File: src/rtl/ysyx_23060251_axi_arbiter_if.sv
`default_nettype none
// ============================================================================
// Module   : ysyx_23060251_axi_arbiter_if
// Purpose  : AXI-Lite channel bundle (AR/R/AW/W/B) used on every side of the
//            2:1 arbiter. Each master port and the shared slave port is one
//            instance of this interface.
// Modports : master - drives AR/AW/W valid+payload and R/B ready
//            slave  - drives AR/AW/W ready and R/B valid+payload
// Params   : ADDR_W address width, DATA_W data width, STRB_W = DATA_W/8
// Resp     : 2-bit AXI response (OKAY/EXOKAY/SLVERR/DECERR)
// Revision : 1.0 - initial release
// ============================================================================
interface ysyx_23060251_axi_arbiter_if #(
  parameter int ADDR_W = 32,
  parameter int DATA_W = 32
);
  localparam int STRB_W = DATA_W / 8;

  // read address
  logic              ar_valid;
  logic              ar_ready;
  logic [ADDR_W-1:0] ar_addr;
  // read data
  logic              r_valid;
  logic              r_ready;
  logic [DATA_W-1:0] r_data;
  logic [1:0]        r_resp;
  // write address
  logic              aw_valid;
  logic              aw_ready;
  logic [ADDR_W-1:0] aw_addr;
  // write data
  logic              w_valid;
  logic              w_ready;
  logic [DATA_W-1:0] w_data;
  logic [STRB_W-1:0] w_strb;
  // write response
  logic              b_valid;
  logic              b_ready;
  logic [1:0]        b_resp;

  modport master (
    output ar_valid, ar_addr,
    input  ar_ready,
    input  r_valid, r_data, r_resp,
    output r_ready,
    output aw_valid, aw_addr,
    input  aw_ready,
    output w_valid, w_data, w_strb,
    input  w_ready,
    input  b_valid, b_resp,
    output b_ready
  );

  modport slave (
    input  ar_valid, ar_addr,
    output ar_ready,
    output r_valid, r_data, r_resp,
    input  r_ready,
    input  aw_valid, aw_addr,
    output aw_ready,
    input  w_valid, w_data, w_strb,
    output w_ready,
    output b_valid, b_resp,
    input  b_ready
  );
endinterface
`default_nettype wire

File: src/rtl/ysyx_23060251_axi_arbiter.sv
`default_nettype none
// ============================================================================
// Module   : ysyx_23060251_axi_arbiter
// Purpose  : 2:1 AXI-Lite arbiter sharing one memory slave between the IFU
//            (m0, read-only) and the LSU (m1, read + write). Exactly one
//            transaction is outstanding; the grant is held from the address
//            handshake until the response handshake.
// Ports    : clk_i  - clock, rising edge
//            rst_i  - synchronous reset, active high
//            m0     - IFU side (slave modport); its write channels are tied off
//            m1     - LSU side (slave modport)
//            s      - shared memory slave (master modport)
// Config   : YSYX_23060251_ARB_RR_EN
//              defined   - m0/m1 read ties resolved round-robin (m1 wins the
//                          first tie after reset); LSU write stays on top
//              undefined - fixed priority m1 write > m1 read > m0 read
// Revision : 1.0 - initial release
// ============================================================================
module ysyx_23060251_axi_arbiter #(
  parameter int ADDR_W = 32,
  parameter int DATA_W = 32
) (
  input  wire                         clk_i,
  input  wire                         rst_i,
  ysyx_23060251_axi_arbiter_if.slave  m0,
  ysyx_23060251_axi_arbiter_if.slave  m1,
  ysyx_23060251_axi_arbiter_if.master s
);

  localparam int STRB_W = DATA_W / 8;

  // One-hot grant state; the state register itself is the registered grant.
  typedef enum logic [3:0] {
    S_IDLE  = 4'b0001,
    S_RD_M0 = 4'b0010,
    S_RD_M1 = 4'b0100,
    S_WR_M1 = 4'b1000
  } state_t;

  state_t r_state;
  logic   r_ar_done;   // AR of the current read already accepted by the slave
  logic   r_aw_done;   // AW of the current write already accepted
  logic   r_w_done;    // W of the current write already accepted
`ifdef YSYX_23060251_ARB_RR_EN
  logic   r_last_m1;   // 1: last read grant went to m1
`endif

  state_t w_pick;
  logic   w_gnt_m0;
  logic   w_gnt_m1r;
  logic   w_gnt_wr;
  logic   w_gnt_rd;
  logic   w_ar_valid;
  logic   w_ar_hs;
  logic   w_r_route;
  logic   w_r_ready;
  logic   w_r_hs;
  logic   w_aw_valid;
  logic   w_w_valid;
  logic   w_aw_hs;
  logic   w_w_hs;
  logic   w_b_route;
  logic   w_b_ready;
  logic   w_b_hs;
  logic   w_unused;

  assign w_gnt_m0  = (r_state == S_RD_M0);
  assign w_gnt_m1r = (r_state == S_RD_M1);
  assign w_gnt_wr  = (r_state == S_WR_M1);
  assign w_gnt_rd  = w_gnt_m0 | w_gnt_m1r;

  // --------------------------------------------------------------------------
  // Arbitration, evaluated only while idle; the decision is registered so the
  // winner sees its path one cycle after presenting the request.
  // --------------------------------------------------------------------------
  always_comb begin
    w_pick = S_IDLE;
    if (m1.aw_valid) begin
      w_pick = S_WR_M1;
    end
`ifdef YSYX_23060251_ARB_RR_EN
    else if (m1.ar_valid && m0.ar_valid) begin
      w_pick = r_last_m1 ? S_RD_M0 : S_RD_M1;
    end
`endif
    else if (m1.ar_valid) begin
      w_pick = S_RD_M1;
    end
    else if (m0.ar_valid) begin
      w_pick = S_RD_M0;
    end
  end

  // --------------------------------------------------------------------------
  // Read path. Once AR has been accepted it is masked off, so a master that
  // keeps ar_valid high until its response never produces a second AR.
  // The R channel opens in the AR handshake cycle itself, allowing a slave
  // that answers combinationally to finish AR and R together.
  // --------------------------------------------------------------------------
  always_comb begin
    w_ar_valid = 1'b0;
    if (w_gnt_m0) begin
      w_ar_valid = m0.ar_valid;
    end else if (w_gnt_m1r) begin
      w_ar_valid = m1.ar_valid;
    end
  end

  assign s.ar_valid  = w_ar_valid & ~r_ar_done;
  assign s.ar_addr   = w_gnt_m0  ? m0.ar_addr :
                       w_gnt_m1r ? m1.ar_addr : '0;
  assign w_ar_hs     = s.ar_valid & s.ar_ready;

  assign m0.ar_ready = w_gnt_m0  & ~r_ar_done & s.ar_ready;
  assign m1.ar_ready = w_gnt_m1r & ~r_ar_done & s.ar_ready;

  assign w_r_route   = w_gnt_rd & (r_ar_done | w_ar_hs);
  assign w_r_ready   = w_gnt_m0 ? m0.r_ready : m1.r_ready;
  assign s.r_ready   = w_r_route & w_r_ready;
  assign w_r_hs      = s.r_valid & s.r_ready;

  assign m0.r_valid  = w_gnt_m0  & w_r_route & s.r_valid;
  assign m0.r_data   = w_gnt_m0  ? s.r_data : '0;
  assign m0.r_resp   = w_gnt_m0  ? s.r_resp : 2'b00;
  assign m1.r_valid  = w_gnt_m1r & w_r_route & s.r_valid;
  assign m1.r_data   = w_gnt_m1r ? s.r_data : '0;
  assign m1.r_resp   = w_gnt_m1r ? s.r_resp : 2'b00;

  // --------------------------------------------------------------------------
  // Write path (m1 only). AW and W complete independently in any order; each
  // is masked once accepted. B opens once both are in, or are completing in
  // this very cycle.
  // --------------------------------------------------------------------------
  assign w_aw_valid  = w_gnt_wr & m1.aw_valid & ~r_aw_done;
  assign w_w_valid   = w_gnt_wr & m1.w_valid  & ~r_w_done;

  assign s.aw_valid  = w_aw_valid;
  assign s.aw_addr   = w_gnt_wr ? m1.aw_addr : '0;
  assign s.w_valid   = w_w_valid;
  assign s.w_data    = w_gnt_wr ? m1.w_data : '0;
  assign s.w_strb    = w_gnt_wr ? m1.w_strb : {STRB_W{1'b0}};

  assign w_aw_hs     = w_aw_valid & s.aw_ready;
  assign w_w_hs      = w_w_valid  & s.w_ready;

  assign m1.aw_ready = w_gnt_wr & ~r_aw_done & s.aw_ready;
  assign m1.w_ready  = w_gnt_wr & ~r_w_done  & s.w_ready;

  assign w_b_route   = w_gnt_wr & (r_aw_done | w_aw_hs) & (r_w_done | w_w_hs);
  assign w_b_ready   = w_b_route & m1.b_ready;
  assign s.b_ready   = w_b_ready;
  assign w_b_hs      = s.b_valid & w_b_ready;

  assign m1.b_valid  = w_b_route & s.b_valid;
  assign m1.b_resp   = w_gnt_wr ? s.b_resp : 2'b00;

  // IFU never writes: its write channels are held quiet.
  assign m0.aw_ready = 1'b0;
  assign m0.w_ready  = 1'b0;
  assign m0.b_valid  = 1'b0;
  assign m0.b_resp   = 2'b00;

  assign w_unused    = ^{m0.aw_valid, m0.aw_addr, m0.w_valid, m0.w_data,
                         m0.w_strb, m0.b_ready};

  // --------------------------------------------------------------------------
  // Grant FSM. Reset drops any transaction in flight; the slave shares the
  // same reset so nothing is left dangling on its side.
  // --------------------------------------------------------------------------
  always_ff @(posedge clk_i) begin
    if (rst_i) begin
      r_state   <= S_IDLE;
      r_ar_done <= 1'b0;
      r_aw_done <= 1'b0;
      r_w_done  <= 1'b0;
`ifdef YSYX_23060251_ARB_RR_EN
      r_last_m1 <= 1'b0;
`endif
    end else begin
      case (r_state)
        S_IDLE: begin
          r_state   <= w_pick;
          r_ar_done <= 1'b0;
          r_aw_done <= 1'b0;
          r_w_done  <= 1'b0;
`ifdef YSYX_23060251_ARB_RR_EN
          if (w_pick == S_RD_M0) begin
            r_last_m1 <= 1'b0;
          end else if (w_pick == S_RD_M1) begin
            r_last_m1 <= 1'b1;
          end
`endif
        end
        S_RD_M0, S_RD_M1: begin
          if (w_r_hs) begin
            r_state   <= S_IDLE;
            r_ar_done <= 1'b0;
          end else if (w_ar_hs) begin
            r_ar_done <= 1'b1;
          end
        end
        S_WR_M1: begin
          if (w_b_hs) begin
            r_state   <= S_IDLE;
            r_aw_done <= 1'b0;
            r_w_done  <= 1'b0;
          end else begin
            if (w_aw_hs) begin
              r_aw_done <= 1'b1;
            end
            if (w_w_hs) begin
              r_w_done <= 1'b1;
            end
          end
        end
        default: begin
          r_state   <= S_IDLE;
          r_ar_done <= 1'b0;
          r_aw_done <= 1'b0;
          r_w_done  <= 1'b0;
        end
      endcase
    end
  end

endmodule
`default_nettype wire
File: src/flat_wrapper.sv
// flat-port wrapper written by rule: the top's interface ports become plain ports
module ysyx_23060251_axi_arbiter_flat 
#(
  parameter int ADDR_W = 32,
  parameter int DATA_W = 32
)
  (clk_i, rst_i, m0_ar_valid, m0_ar_addr, m0_ar_ready, m0_r_valid, m0_r_data, m0_r_resp, m0_r_ready, m0_aw_valid, m0_aw_addr, m0_aw_ready, m0_w_valid, m0_w_data, m0_w_strb, m0_w_ready, m0_b_valid, m0_b_resp, m0_b_ready, m1_ar_valid, m1_ar_addr, m1_ar_ready, m1_r_valid, m1_r_data, m1_r_resp, m1_r_ready, m1_aw_valid, m1_aw_addr, m1_aw_ready, m1_w_valid, m1_w_data, m1_w_strb, m1_w_ready, m1_b_valid, m1_b_resp, m1_b_ready, s_ar_valid, s_ar_addr, s_ar_ready, s_r_valid, s_r_data, s_r_resp, s_r_ready, s_aw_valid, s_aw_addr, s_aw_ready, s_w_valid, s_w_data, s_w_strb, s_w_ready, s_b_valid, s_b_resp, s_b_ready);
  ysyx_23060251_axi_arbiter_if #(.ADDR_W(ADDR_W), .DATA_W(DATA_W)) m0_i ();
  ysyx_23060251_axi_arbiter_if #(.ADDR_W(ADDR_W), .DATA_W(DATA_W)) m1_i ();
  ysyx_23060251_axi_arbiter_if #(.ADDR_W(ADDR_W), .DATA_W(DATA_W)) s_i ();
  input  wire clk_i;
  input  wire rst_i;
  input wire logic [$bits(m0_i.ar_valid)-1:0] m0_ar_valid;
  input wire logic [$bits(m0_i.ar_addr)-1:0] m0_ar_addr;
  output wire logic [$bits(m0_i.ar_ready)-1:0] m0_ar_ready;
  output wire logic [$bits(m0_i.r_valid)-1:0] m0_r_valid;
  output wire logic [$bits(m0_i.r_data)-1:0] m0_r_data;
  output wire logic [$bits(m0_i.r_resp)-1:0] m0_r_resp;
  input wire logic [$bits(m0_i.r_ready)-1:0] m0_r_ready;
  input wire logic [$bits(m0_i.aw_valid)-1:0] m0_aw_valid;
  input wire logic [$bits(m0_i.aw_addr)-1:0] m0_aw_addr;
  output wire logic [$bits(m0_i.aw_ready)-1:0] m0_aw_ready;
  input wire logic [$bits(m0_i.w_valid)-1:0] m0_w_valid;
  input wire logic [$bits(m0_i.w_data)-1:0] m0_w_data;
  input wire logic [$bits(m0_i.w_strb)-1:0] m0_w_strb;
  output wire logic [$bits(m0_i.w_ready)-1:0] m0_w_ready;
  output wire logic [$bits(m0_i.b_valid)-1:0] m0_b_valid;
  output wire logic [$bits(m0_i.b_resp)-1:0] m0_b_resp;
  input wire logic [$bits(m0_i.b_ready)-1:0] m0_b_ready;
  input wire logic [$bits(m1_i.ar_valid)-1:0] m1_ar_valid;
  input wire logic [$bits(m1_i.ar_addr)-1:0] m1_ar_addr;
  output wire logic [$bits(m1_i.ar_ready)-1:0] m1_ar_ready;
  output wire logic [$bits(m1_i.r_valid)-1:0] m1_r_valid;
  output wire logic [$bits(m1_i.r_data)-1:0] m1_r_data;
  output wire logic [$bits(m1_i.r_resp)-1:0] m1_r_resp;
  input wire logic [$bits(m1_i.r_ready)-1:0] m1_r_ready;
  input wire logic [$bits(m1_i.aw_valid)-1:0] m1_aw_valid;
  input wire logic [$bits(m1_i.aw_addr)-1:0] m1_aw_addr;
  output wire logic [$bits(m1_i.aw_ready)-1:0] m1_aw_ready;
  input wire logic [$bits(m1_i.w_valid)-1:0] m1_w_valid;
  input wire logic [$bits(m1_i.w_data)-1:0] m1_w_data;
  input wire logic [$bits(m1_i.w_strb)-1:0] m1_w_strb;
  output wire logic [$bits(m1_i.w_ready)-1:0] m1_w_ready;
  output wire logic [$bits(m1_i.b_valid)-1:0] m1_b_valid;
  output wire logic [$bits(m1_i.b_resp)-1:0] m1_b_resp;
  input wire logic [$bits(m1_i.b_ready)-1:0] m1_b_ready;
  output wire logic [$bits(s_i.ar_valid)-1:0] s_ar_valid;
  output wire logic [$bits(s_i.ar_addr)-1:0] s_ar_addr;
  input wire logic [$bits(s_i.ar_ready)-1:0] s_ar_ready;
  input wire logic [$bits(s_i.r_valid)-1:0] s_r_valid;
  input wire logic [$bits(s_i.r_data)-1:0] s_r_data;
  input wire logic [$bits(s_i.r_resp)-1:0] s_r_resp;
  output wire logic [$bits(s_i.r_ready)-1:0] s_r_ready;
  output wire logic [$bits(s_i.aw_valid)-1:0] s_aw_valid;
  output wire logic [$bits(s_i.aw_addr)-1:0] s_aw_addr;
  input wire logic [$bits(s_i.aw_ready)-1:0] s_aw_ready;
  output wire logic [$bits(s_i.w_valid)-1:0] s_w_valid;
  output wire logic [$bits(s_i.w_data)-1:0] s_w_data;
  output wire logic [$bits(s_i.w_strb)-1:0] s_w_strb;
  input wire logic [$bits(s_i.w_ready)-1:0] s_w_ready;
  input wire logic [$bits(s_i.b_valid)-1:0] s_b_valid;
  input wire logic [$bits(s_i.b_resp)-1:0] s_b_resp;
  output wire logic [$bits(s_i.b_ready)-1:0] s_b_ready;
  assign m0_i.ar_valid = m0_ar_valid;
  assign m0_i.ar_addr = m0_ar_addr;
  assign m0_ar_ready = m0_i.ar_ready;
  assign m0_r_valid = m0_i.r_valid;
  assign m0_r_data = m0_i.r_data;
  assign m0_r_resp = m0_i.r_resp;
  assign m0_i.r_ready = m0_r_ready;
  assign m0_i.aw_valid = m0_aw_valid;
  assign m0_i.aw_addr = m0_aw_addr;
  assign m0_aw_ready = m0_i.aw_ready;
  assign m0_i.w_valid = m0_w_valid;
  assign m0_i.w_data = m0_w_data;
  assign m0_i.w_strb = m0_w_strb;
  assign m0_w_ready = m0_i.w_ready;
  assign m0_b_valid = m0_i.b_valid;
  assign m0_b_resp = m0_i.b_resp;
  assign m0_i.b_ready = m0_b_ready;
  assign m1_i.ar_valid = m1_ar_valid;
  assign m1_i.ar_addr = m1_ar_addr;
  assign m1_ar_ready = m1_i.ar_ready;
  assign m1_r_valid = m1_i.r_valid;
  assign m1_r_data = m1_i.r_data;
  assign m1_r_resp = m1_i.r_resp;
  assign m1_i.r_ready = m1_r_ready;
  assign m1_i.aw_valid = m1_aw_valid;
  assign m1_i.aw_addr = m1_aw_addr;
  assign m1_aw_ready = m1_i.aw_ready;
  assign m1_i.w_valid = m1_w_valid;
  assign m1_i.w_data = m1_w_data;
  assign m1_i.w_strb = m1_w_strb;
  assign m1_w_ready = m1_i.w_ready;
  assign m1_b_valid = m1_i.b_valid;
  assign m1_b_resp = m1_i.b_resp;
  assign m1_i.b_ready = m1_b_ready;
  assign s_ar_valid = s_i.ar_valid;
  assign s_ar_addr = s_i.ar_addr;
  assign s_i.ar_ready = s_ar_ready;
  assign s_i.r_valid = s_r_valid;
  assign s_i.r_data = s_r_data;
  assign s_i.r_resp = s_r_resp;
  assign s_r_ready = s_i.r_ready;
  assign s_aw_valid = s_i.aw_valid;
  assign s_aw_addr = s_i.aw_addr;
  assign s_i.aw_ready = s_aw_ready;
  assign s_w_valid = s_i.w_valid;
  assign s_w_data = s_i.w_data;
  assign s_w_strb = s_i.w_strb;
  assign s_i.w_ready = s_w_ready;
  assign s_i.b_valid = s_b_valid;
  assign s_i.b_resp = s_b_resp;
  assign s_b_ready = s_i.b_ready;
  ysyx_23060251_axi_arbiter #(.ADDR_W(ADDR_W), .DATA_W(DATA_W)) u_core (.clk_i(clk_i), .rst_i(rst_i), .m0(m0_i), .m1(m1_i), .s(s_i));
endmodule
File: config.mk
export PLATFORM = sky130hd
export DESIGN_NAME = ysyx_23060251_axi_arbiter_flat
export DESIGN_NICKNAME = d
export VERILOG_FILES = /design/src/rtl/ysyx_23060251_axi_arbiter_if.sv /design/src/rtl/ysyx_23060251_axi_arbiter.sv /design/src/flat_wrapper.sv
export SDC_FILE = /design/constraint.sdc
export NUM_CORES = 1
export LEC_CHECK = 0
export BUFFER_PORTS_ARGS = -buffer_cell sky130_fd_sc_hd__clkbuf_2
export CAP_MARGIN = 20
export CORE_AREA = 2 2 170 172
export DETAILED_ROUTE_END_ITERATION = 7
export DIE_AREA = 0 0 172 174
export PLACE_DENSITY = 0.31
export REMOVE_ABC_BUFFERS = 1
export SLEW_MARGIN = 20
export SYNTH_ARGS = -nofsm -noshare
export SYNTH_HDL_FRONTEND = slang
export SYNTH_SLANG_ARGS = --single-unit
export TNS_END_PERCENT = 20
File: constraint.sdc
create_clock -name clk_i -period 2 [get_ports clk_i]
set_input_delay 0.4 -clock clk_i [delete_from_list [all_inputs] [get_ports clk_i]]
set_output_delay 0.4 -clock clk_i [all_outputs]
set_load 0.1 [all_outputs]
==> results.tsv <==
metric	value	unit
clk sinks	7	
vias	3647	
GP Congestion	0.676	
Period Utilization, post-route	109	%
Fill cells	2951	
Starting Density	6.53	%
Post-synth EDFFs	0	
TritonRoute pass-1 iters	4	
count leader, synth	and3_1	
Setup TNS	-12660	ps
Setup violations, final	130	
kind of critical path	flop to primary output	
critical path startpoint category	flop	
ratio of cells with drive above 1 in the final layout	88.4	%
largest area contributor in the netlist	and3_1	
Pwr Density	269	nW/um^2
CTS root buffer	clkbuf_16	
pin count of the biggest net entering global routing	50	
Critical Path AT	1780	ps
LEAKAGE	3.82	nW
Synth Register Bits	7	
status	finished with violations	
Die ar.	29900	um^2
min Tclk post-route	2180	ps
Mapped Area	1840	um^2
Synth top area share	24.8	%
first-pass GRT wire length	21200	um
DRT Wirelength	16100	um
clock-pin slew on the worst setup and hold paths	40	ps
Max Cap Viol	0	
largest cells by area after synthesis	and3_1 25%, and2_1 24%, a22o_1 16%	
Core Area	28200	um^2
sequential fraction of the synthesis area	7.60	%
FF+latch area	148	um^2
CP Buf/Inv Count	1	
I/O pin count	440	
clk buf depth	2	
vias in the first global route	3634	
Final Skew	0.783	ps
Worst-Skew Late Latency	230	ps
Total Power Consumption	2.25	mW
PortBufs	363	
largest stage delay on the critical path	420	ps
delay-heaviest family, CP	simple AND/OR/NAND/NOR gates	
post-route ant nets	0	
Top FF cell, synth	dfxtp_1	
H-tree Lvls	1	
Non-Filler Instances	1046	
Cell variety after synth	32	
area of the multi-input gates	2230	um^2
worst path cell trace	nand3b_1 -> a2111oi_4 -> or2_4 -> and3_4 -> buf_12	
VDD IR-drop max	0.000215	V
syn_area_per_cell	6.83	um^2
DRC	0	
RSZ-0062 raised after global routing	true	
worst hold-check path type	primary input to flop	
yosys warns	0	
slowest stage cell on the critical path	a2111oi_4	
area grow syn2layout	353	%
GR Util All Layers	9.33	%
simple-gate share of the synthesized area	57.8	%
xor/xnor share of the synthesized area	0	%
Synth Area in Adders	0	%
main combinational cell family by area after synthesis	simple AND/OR/NAND/NOR gates	
final-stage net count	916	
chip width	172	um
grt ovf	0	
CP required	1600	ps
vias per inst	3.49	
final hold viol count	0	
number of CTS-inserted buffers	3	
Final HPWL DP	12500	um
WL/cell	15.4	um
DR iter-0 viols	61	
Pins Over Slew Limit	0	
slew margin rel.	63.0	%
highest clock rate	0.459	GHz
failing checks	setup timing	
Synth async-reset ratio	0	%
dpl ws	-174	ps
CTS Hold Bufs	0	
Core Rows	62	
Die H	174	um
leading cell types by count after synthesis	73 x and3_1, 72 x and2_1, 33 x a22o_1	
mux share of post-synthesis cell area	0	%
CP Max Fanout	5	
Worst Tran Pin Value	551	ps
initial antenna violation count	1	
Antenna Diode Count	0	
Syn Inst Count	270	
critical path capture point type	primary output	
TritonCTS clock tree	yes	
placed cell count	1018	
Compound-Gate Fraction of Synth Area	24.1	%
post-route setup slack	-177	ps
cell type report:
cell class              count  share of cell area, %
repair buffers            422                   64.7
well taps                 384                   5.76
clock buffers               4                  0.944
inverters                   2                 0.0899
multi-input cells         227                   26.8
flip-flops and latches      7                   1.77
timing repair:
item                       in CTS  in global routing
resized for setup             110                 83
cloned                          5                  9
setup endpoints to repair     179                174
hold endpoints to repair        0                  0
buffers inserted                6                  5
pin swaps                      37                 82
stage by stage:
step | hold WS [ps] | instance area (um^2) | utilization (%)
2_1_floorplan | 465 | 1680 | -
3_3_place_gp | 531 | 7050 | 25.0
3_5_place_dp | 545 | 7050 | 25.0
4_1_cts | 470 | 7690 | 27.2
5_1_grt | 482 | 8350 | 29.6
6_report | 462 | 8350 | 29.6
state kept, by name (all words and copies together), names as in the netlist:
name / cells
u_core.r_state: 4
u_core.r_ar_done: 1
u_core.r_aw_done: 1
u_core.r_w_done: 1
power by group:
| part | total [mW] | switching (mW) | leakage [nW] | internal [mW] |
|---|---|---|---|---|
| Clock | 0.338 | 0.0730 | 0.0382 | 0.265 |
| Combinational | 1.75 | 1.02 | 3.73 | 0.733 |
| Sequential | 0.158 | 0.00736 | 0.0584 | 0.150 |
| Total | 2.25 | 1.10 | 3.82 | 1.15 |
cell families (layout without fill, tap and decap cells):
family,after synthesis,in the layout
other cells,1,5
compound gates,51,51
flops,7,7
buf+inv,40,428
simple gates,171,171
worst paths after layout:
check | from | endpoint | slack, ps | cells after the start
setup / recovery | u_core.r_state[1] | m0_r_valid | -180 | 5
hold / removal | rst_i | u_core.r_state[3] | 460 | 2
setup reg to reg | u_core.r_state[2] | u_core.r_aw_done | 210 | 8
hold reg to reg | u_core.r_w_done | u_core.r_w_done | 590 | 2
layout by cell type (no fill, tap or decap), drive strengths merged:
cell / instances
a31oi: 2
inv: 2
a2111oi: 2
o32ai: 2
or2: 1
nor3: 2
buf: 234
and3: 73
conb: 5
o2111a: 1
nor2b: 4
dfxtp: 7
o31a: 1
o21ai: 1
a31o: 1
nand2: 6
a21oi: 4
nand3b: 2
a211oi: 1
or4b: 1
o31ai: 2
a22o: 33
clkbuf: 192
nor4b: 2
nor2: 4
nor3b: 4
and2: 72
a21o: 1
routing by layer:
metal,GRT usage [%],up-vias,share of wire [%]
met2,18.0,199,54
met4,1.51,0,0.69
met3,2.57,6,9.0
met5,0,-,0
met1,10.2,1691,36
li1,-,1751,-
(Power assumes the default switching activity.)
